File: src/rtl/hero_write_rx.sv
// hero_write_rx: receive end of the hero write bus.
// Registers incoming beats, frames them into transactions, buffers them in a
// small FIFO and presents them on a valid/ready interface. One credit pulse is
// returned to the transmitter for every beat drained downstream.
module hero_write_rx #(
  parameter int DEPTH     = 4,
  parameter int MAX_BEATS = 16
) (
  input  logic                         clk,
  input  logic                         rst_n,
  input  logic [45:0]                  hero_wr,
  output logic                         out_valid,
  input  logic                         out_ready,
  output logic [35:0]                  out_wdat,
  output logic [6:0]                   out_sub,
  output logic                         out_last,
  output logic [$clog2(MAX_BEATS)-1:0] out_beat_idx,
  output logic                         credit_return,
  output logic                         txn_done,
  output logic                         err_ovf,
  output logic                         err_proto,
  output logic                         err_len,
  input  logic                         err_clr
);

  localparam int AW   = $clog2(DEPTH);
  localparam int IDXW = $clog2(MAX_BEATS);
  localparam int EW   = 44 + IDXW;

  localparam logic [1:0] CT_IDLE    = 2'd0;
  localparam logic [1:0] CT_DONE    = 2'd2;
  localparam logic [1:0] CT_ILLEGAL = 2'd3;

  typedef enum logic [0:0] {
    WAIT_S   = 1'b0,
    IN_TXN_S = 1'b1
  } state_t;

  logic [45:0]     in_q;
  state_t          state_q, state_d;
  logic [IDXW-1:0] bcnt_q, bcnt_d;
  logic [EW-1:0]   mem_q [DEPTH];
  logic [AW-1:0]   wr_ptr_q, wr_ptr_d;
  logic [AW-1:0]   rd_ptr_q, rd_ptr_d;
  logic [AW:0]     count_q, count_d;
  logic            credit_q, credit_d;
  logic            txn_done_q, txn_done_d;
  logic            err_ovf_q, err_ovf_d;
  logic            err_proto_q, err_proto_d;
  logic            err_len_q, err_len_d;

  logic [EW-1:0]   wr_entry_d;
  logic [EW-1:0]   head_s;
  logic            wr_en_s;
  logic            pop_s;
  logic            full_s;
  logic            legal_s;
  logic            proto_s;
  logic            wr_last_s;
  logic            len_hit_s;

  // Next-state logic: beat qualification, framing, FIFO pointers and flags.
  always_comb begin
    state_d     = state_q;
    bcnt_d      = bcnt_q;
    wr_ptr_d    = wr_ptr_q;
    rd_ptr_d    = rd_ptr_q;
    count_d     = count_q;
    wr_last_s   = 1'b0;
    len_hit_s   = 1'b0;

    pop_s   = (count_q != {(AW+1){1'b0}}) & out_ready;
    full_s  = (count_q == (AW+1)'(DEPTH));
    legal_s = in_q[0] & (in_q[45:44] != CT_IDLE) & (in_q[45:44] != CT_ILLEGAL);
    proto_s = in_q[0] & (in_q[45:44] == CT_ILLEGAL);

    // Framing advances on every legal beat, even one later dropped on overflow.
    if (legal_s) begin
      if (in_q[45:44] == CT_DONE) begin
        wr_last_s = 1'b1;
        state_d   = WAIT_S;
        bcnt_d    = {IDXW{1'b0}};
      end else if (bcnt_q == IDXW'(MAX_BEATS - 1)) begin
        wr_last_s = 1'b1;
        len_hit_s = 1'b1;
        state_d   = WAIT_S;
        bcnt_d    = {IDXW{1'b0}};
      end else begin
        state_d   = IN_TXN_S;
        bcnt_d    = bcnt_q + IDXW'(1);
      end
    end else begin
      state_d = state_q;
    end

    wr_entry_d = {in_q[43:8], in_q[7:1], wr_last_s, bcnt_q};
    // A pop in the same cycle frees the slot, so a full FIFO still accepts.
    wr_en_s    = legal_s & (~full_s | pop_s);

    if (wr_en_s) begin
      wr_ptr_d = wr_ptr_q + AW'(1);
    end else begin
      wr_ptr_d = wr_ptr_q;
    end

    if (pop_s) begin
      rd_ptr_d = rd_ptr_q + AW'(1);
    end else begin
      rd_ptr_d = rd_ptr_q;
    end

    case ({wr_en_s, pop_s})
      2'b10:   count_d = count_q + (AW+1)'(1);
      2'b01:   count_d = count_q - (AW+1)'(1);
      default: count_d = count_q;
    endcase

    credit_d    = pop_s;
    txn_done_d  = legal_s & wr_last_s;
    // Set takes priority over a clear arriving in the same cycle.
    err_ovf_d   = (err_ovf_q & ~err_clr) | (legal_s & full_s & ~pop_s);
    err_proto_d = (err_proto_q & ~err_clr) | proto_s;
    err_len_d   = (err_len_q & ~err_clr) | len_hit_s;
  end

  // Control state: input register, framing FSM, FIFO pointers and output pulses.
  always_ff @(posedge clk or negedge rst_n) begin
    if (!rst_n) begin
      in_q        <= 46'd0;
      state_q     <= WAIT_S;
      bcnt_q      <= {IDXW{1'b0}};
      wr_ptr_q    <= {AW{1'b0}};
      rd_ptr_q    <= {AW{1'b0}};
      count_q     <= {(AW+1){1'b0}};
      credit_q    <= 1'b0;
      txn_done_q  <= 1'b0;
      err_ovf_q   <= 1'b0;
      err_proto_q <= 1'b0;
      err_len_q   <= 1'b0;
    end else begin
      in_q        <= hero_wr;
      state_q     <= state_d;
      bcnt_q      <= bcnt_d;
      wr_ptr_q    <= wr_ptr_d;
      rd_ptr_q    <= rd_ptr_d;
      count_q     <= count_d;
      credit_q    <= credit_d;
      txn_done_q  <= txn_done_d;
      err_ovf_q   <= err_ovf_d;
      err_proto_q <= err_proto_d;
      err_len_q   <= err_len_d;
    end
  end

  // Beat storage; contents are only observed through the occupancy-gated head.
  always_ff @(posedge clk) begin
    if (wr_en_s) begin
      mem_q[wr_ptr_q] <= wr_entry_d;
    end
  end

  assign out_valid     = (count_q != {(AW+1){1'b0}});
  assign head_s        = out_valid ? mem_q[rd_ptr_q] : {EW{1'b0}};
  assign out_wdat      = head_s[43+IDXW:8+IDXW];
  assign out_sub       = head_s[7+IDXW:1+IDXW];
  assign out_last      = head_s[IDXW];
  assign out_beat_idx  = head_s[IDXW-1:0];
  assign credit_return = credit_q;
  assign txn_done      = txn_done_q;
  assign err_ovf       = err_ovf_q;
  assign err_proto     = err_proto_q;
  assign err_len       = err_len_q;

endmodule

File: config.mk
export PLATFORM = sky130hd
export DESIGN_NAME = hero_write_rx
export DESIGN_NICKNAME = d
export VERILOG_FILES = /design/src/rtl/hero_write_rx.sv
export SDC_FILE = /design/constraint.sdc
export NUM_CORES = 1
export LEC_CHECK = 0
export BUFFER_PORTS_ARGS = -buffer_cell sky130_fd_sc_hd__buf_2
export CAP_MARGIN = 20
export CORE_ASPECT_RATIO = 1.75
export CORE_UTILIZATION = 58
export CTS_BUF_LIST = sky130_fd_sc_hd__clkbuf_4 sky130_fd_sc_hd__clkbuf_8
export CTS_CLUSTER_SIZE = 10
export DETAILED_ROUTE_END_ITERATION = 10
export PLACE_DENSITY = 0.88
export SYNTH_ARGS = -nofsm -noshare
export SYNTH_HDL_FRONTEND = slang
export SYNTH_SLANG_ARGS = --single-unit
File: constraint.sdc
create_clock -name clk -period 2.8 [get_ports clk]
set_input_delay 0 -clock clk [delete_from_list [all_inputs] [get_ports clk]]
set_output_delay 0 -clock clk [all_outputs]
set_load 0.05 [all_outputs]
==> impl_metrics.env <==
export IMPL_status="finished, final reports clean"
export IMPL_final_cell_area_um2=11360
export IMPL_post_cts_buffers=0
export IMPL_htreeDepth=2
export IMPL_initial_utilization_pct=59.33
export IMPL_dp_hpwl_um=10500
export IMPL_cts_sinks=254
export IMPL_cp_start_kind="register"
export IMPL_synth_edf_count=192
export IMPL_syn_inst=450
export IMPL_grt_ovfl_total=0
export IMPL_ys_ff_latch=254
export IMPL_antenna_found_initial=1
export IMPL_synth_area_leaders="edfxtp_1 (61%), dfrtp_1 (16%), mux4_2 (11%), and2_1 (3.2%), buf_6 (1.1%)"
export IMPL_drtAntennaViolNets=0
export IMPL_tns_ns=0
export IMPL_die_area_um2=16770
export IMPL_skew_ns=0.01833
export IMPL_dp_cells=733
export IMPL_hold_class="in -> reg"
export IMPL_nFillCells=918
export IMPL_arrival_ns=2.60
export IMPL_crit_path_top_delay_cell="dfrtp_4"
export IMPL_port_buffers=103
export IMPL_regArea_um2=7322
export IMPL_drt_iter0_markers=351
export IMPL_setup_viol=0
export IMPL_drc=0
export IMPL_grt_max_degree=63
export IMPL_syn_cell_area_um2=9419
export IMPL_rrSetupSlack_ns=0.46
export IMPL_synth_cell_types=42
export IMPL_cp_data_required_time_ns=2.80
export IMPL_dp_worst_setup_slack_ns=0.5081
export IMPL_seq_area_frac_synth_pct=77.68
export IMPL_cp_end_kind="output port"
export IMPL_max_stage_delay_ns=0.82
export IMPL_area_growth_pct=20.66
export IMPL_max_cap_violations=0
export IMPL_io_pins=104
export IMPL_crit_fanout=31
export IMPL_synthesis_nets=506
export IMPL_p_leak_uw=0.004242
export IMPL_cts_made_buffers=34
export IMPL_first_global_vias=5190
export IMPL_finalHoldViolations=0
export IMPL_vdd_ir_drop_max_uv=548.1
export IMPL_drtPass1Iterations=6
export IMPL_cts_buffer_depth=3
export IMPL_track_usage_pct=22.36
export IMPL_netlist_top_cell_by_area="edfxtp_1"
export IMPL_cp_num_buf_inv=2
export IMPL_period_needed_ns=2.595
export IMPL_routed_via_density=5.671
export IMPL_period_share_pct=92.69
export IMPL_clk_pin_slew_ns=0.06
export IMPL_ctsRootBufferMaster="clkbuf_8"
export IMPL_yosysTopAreaCellShare_pct=61.21
export IMPL_finalNonFillerCells=844
export IMPL_max_freq_mhz=385.3
export IMPL_slew_headroom_pct=41.36
export IMPL_wl_per_cell_um=20.95
export IMPL_multiInputGateArea_um2=1914
export IMPL_grt_first_pass_wirelength_um=27820
export IMPL_num_rows=61
export IMPL_rsz0062_at_grt="no"
export IMPL_yosys_warnings=0
export IMPL_final_nets=685
export IMPL_postCtsHoldBufs=49
export IMPL_ys_flop_type="edfxtp_1"
export IMPL_drv_slew=0
export IMPL_ctsResizeCount=0
export IMPL_insertion_delay_ns=0.49
export IMPL_die_w_um=98.33
export IMPL_final_core_util_pct=71.59
export IMPL_crit_chain="buf_4 -> mux4_2 -> and2_1 -> buf_2"
export IMPL_tightestPinTransition_ns=0.8797
export IMPL_core_um2=15880
export IMPL_vias=4786
export IMPL_cts_tree="built"
export IMPL_syn_area_per_cell_um2=20.93
export IMPL_gp_congestion=0.7894
export IMPL_routed_wl_um=17690
export IMPL_drive_gt1_share_pct=36.39
export IMPL_crit_type="reg -> out"
export IMPL_crit_family="flip-flops"
export IMPL_placed_area_um2=10160
export IMPL_die_h_um=170.6
export IMPL_setup_ws_ns=0.2047
export IMPL_power_density_nw_per_um2=1091
export IMPL_async_reset_ff_share_pct=24.41
-- stage by stage --
step / hold WS (ns) / power, uW
5_1_grt: 0.1416 / 12900
4_1_cts: 0.1203 / 12460
6_report: 0.1388 / 12400
3_3_place_gp: 0.1082 / 9509
3_5_place_dp: 0.1094 / 9636
2_1_floorplan: -0.2956 / 8590
-- cells in the mapped netlist (2+ instances only) --
cell       instances
a21oi_1            3
and2_1            48
and2_4             2
and3_1             5
buf_1              2
buf_2              4
buf_4              2
buf_6              9
clkbuf_1           4
dfrtp_1           62
edfxtp_1         192
ha_1               5
inv_1              8
mux4_2            48
nand2_1            7
nand3_1            6
nand4_1            3
nor2_1             3
o21ai_0            6
o22ai_1            3
o2bb2ai_1          2
xnor2_1            5
xor2_1             2
-- area by class of cell --
| cell class | instances | area share, % |
|---|---|---|
| diodes | 1 | 0.02202 |
| clock buffers | 57 | 6.022 |
| clock inverters | 4 | 0.1982 |
| inverters | 9 | 0.2973 |
| multi-input cells | 166 | 16.84 |
| flip-flops and latches | 254 | 64.43 |
| well taps | 189 | 2.081 |
| repair buffers | 164 | 10.11 |
-- power breakdown --
part           internal, uW  switching (uW)
combinational          1580            3110
sequential             4530             383
clock                  1540            1250
-- registers in the layout, indices dropped and copies added, names as in the netlist --
signal	flops
in_q	46
err_len	1
wr_ptr_q	2
credit_return	1
err_proto	1
err_ovf	1
mem_q	192
rd_ptr_q	2
txn_done	1
count_q	3
bcnt_q	4
-- logic make-up (layout without fill, tap and decap cells) --
kind of cell / after synthesis / in the layout / share of synthesized area, %
AO/OA/AOI/OAI: 19 / 19 / 1.289
XOR/XNOR: 8 / 8 / 0.9432
adder cells (fa/ha/maj): 6 / 6 / 0.8767
buffers and inverters: 30 / 234 / 2.046
flip-flops: 254 / 254 / 77.68
multiplexers: 50 / 50 / 11.74
other: 0 / 1 / 0
AND/OR/NAND/NOR: 83 / 83 / 5.420
-- routing by layer --
metal | wire, um | track usage (%) | part of all wire (%)
met5 | 0 | 0 | 0
met4 | 663 | 11.36 | 3.7
met3 | 876 | 3.186 | 5.0
met2 | 9627 | 38.46 | 54
met1 | 6518 | 27.96 | 37
-- path summary, 6_finish.rpt --
check / start / to / depth (start not counted)
max: rd_ptr_q[0] / out_wdat[14] / 4
min: hero_wr[31] / in_q[31] / 2
max reg2reg: in_q[44] / count_q[1] / 7
min reg2reg: in_q[16] / mem_q[0][20] / 0
max in group asynchronous: rst_n / rd_ptr_q[0] / 2
min in group asynchronous: rst_n / in_q[26] / 2
-- cell usage in the layout (no fill, tap or decap), drive strengths merged, types with 4 or more instances in the layout --
cell         instances
edfxtp             192
buf                115
dfrtp               62
clkbuf              57
and2                50
dlygate4sd3         49
mux4                48
inv                  9
nand2                8
nand3                6
o21ai                6
xnor2                6
ha                   5
and3                 5
nor2                 4
clkinv               4
No activity file was read; power rests on OpenSTA's default activity.
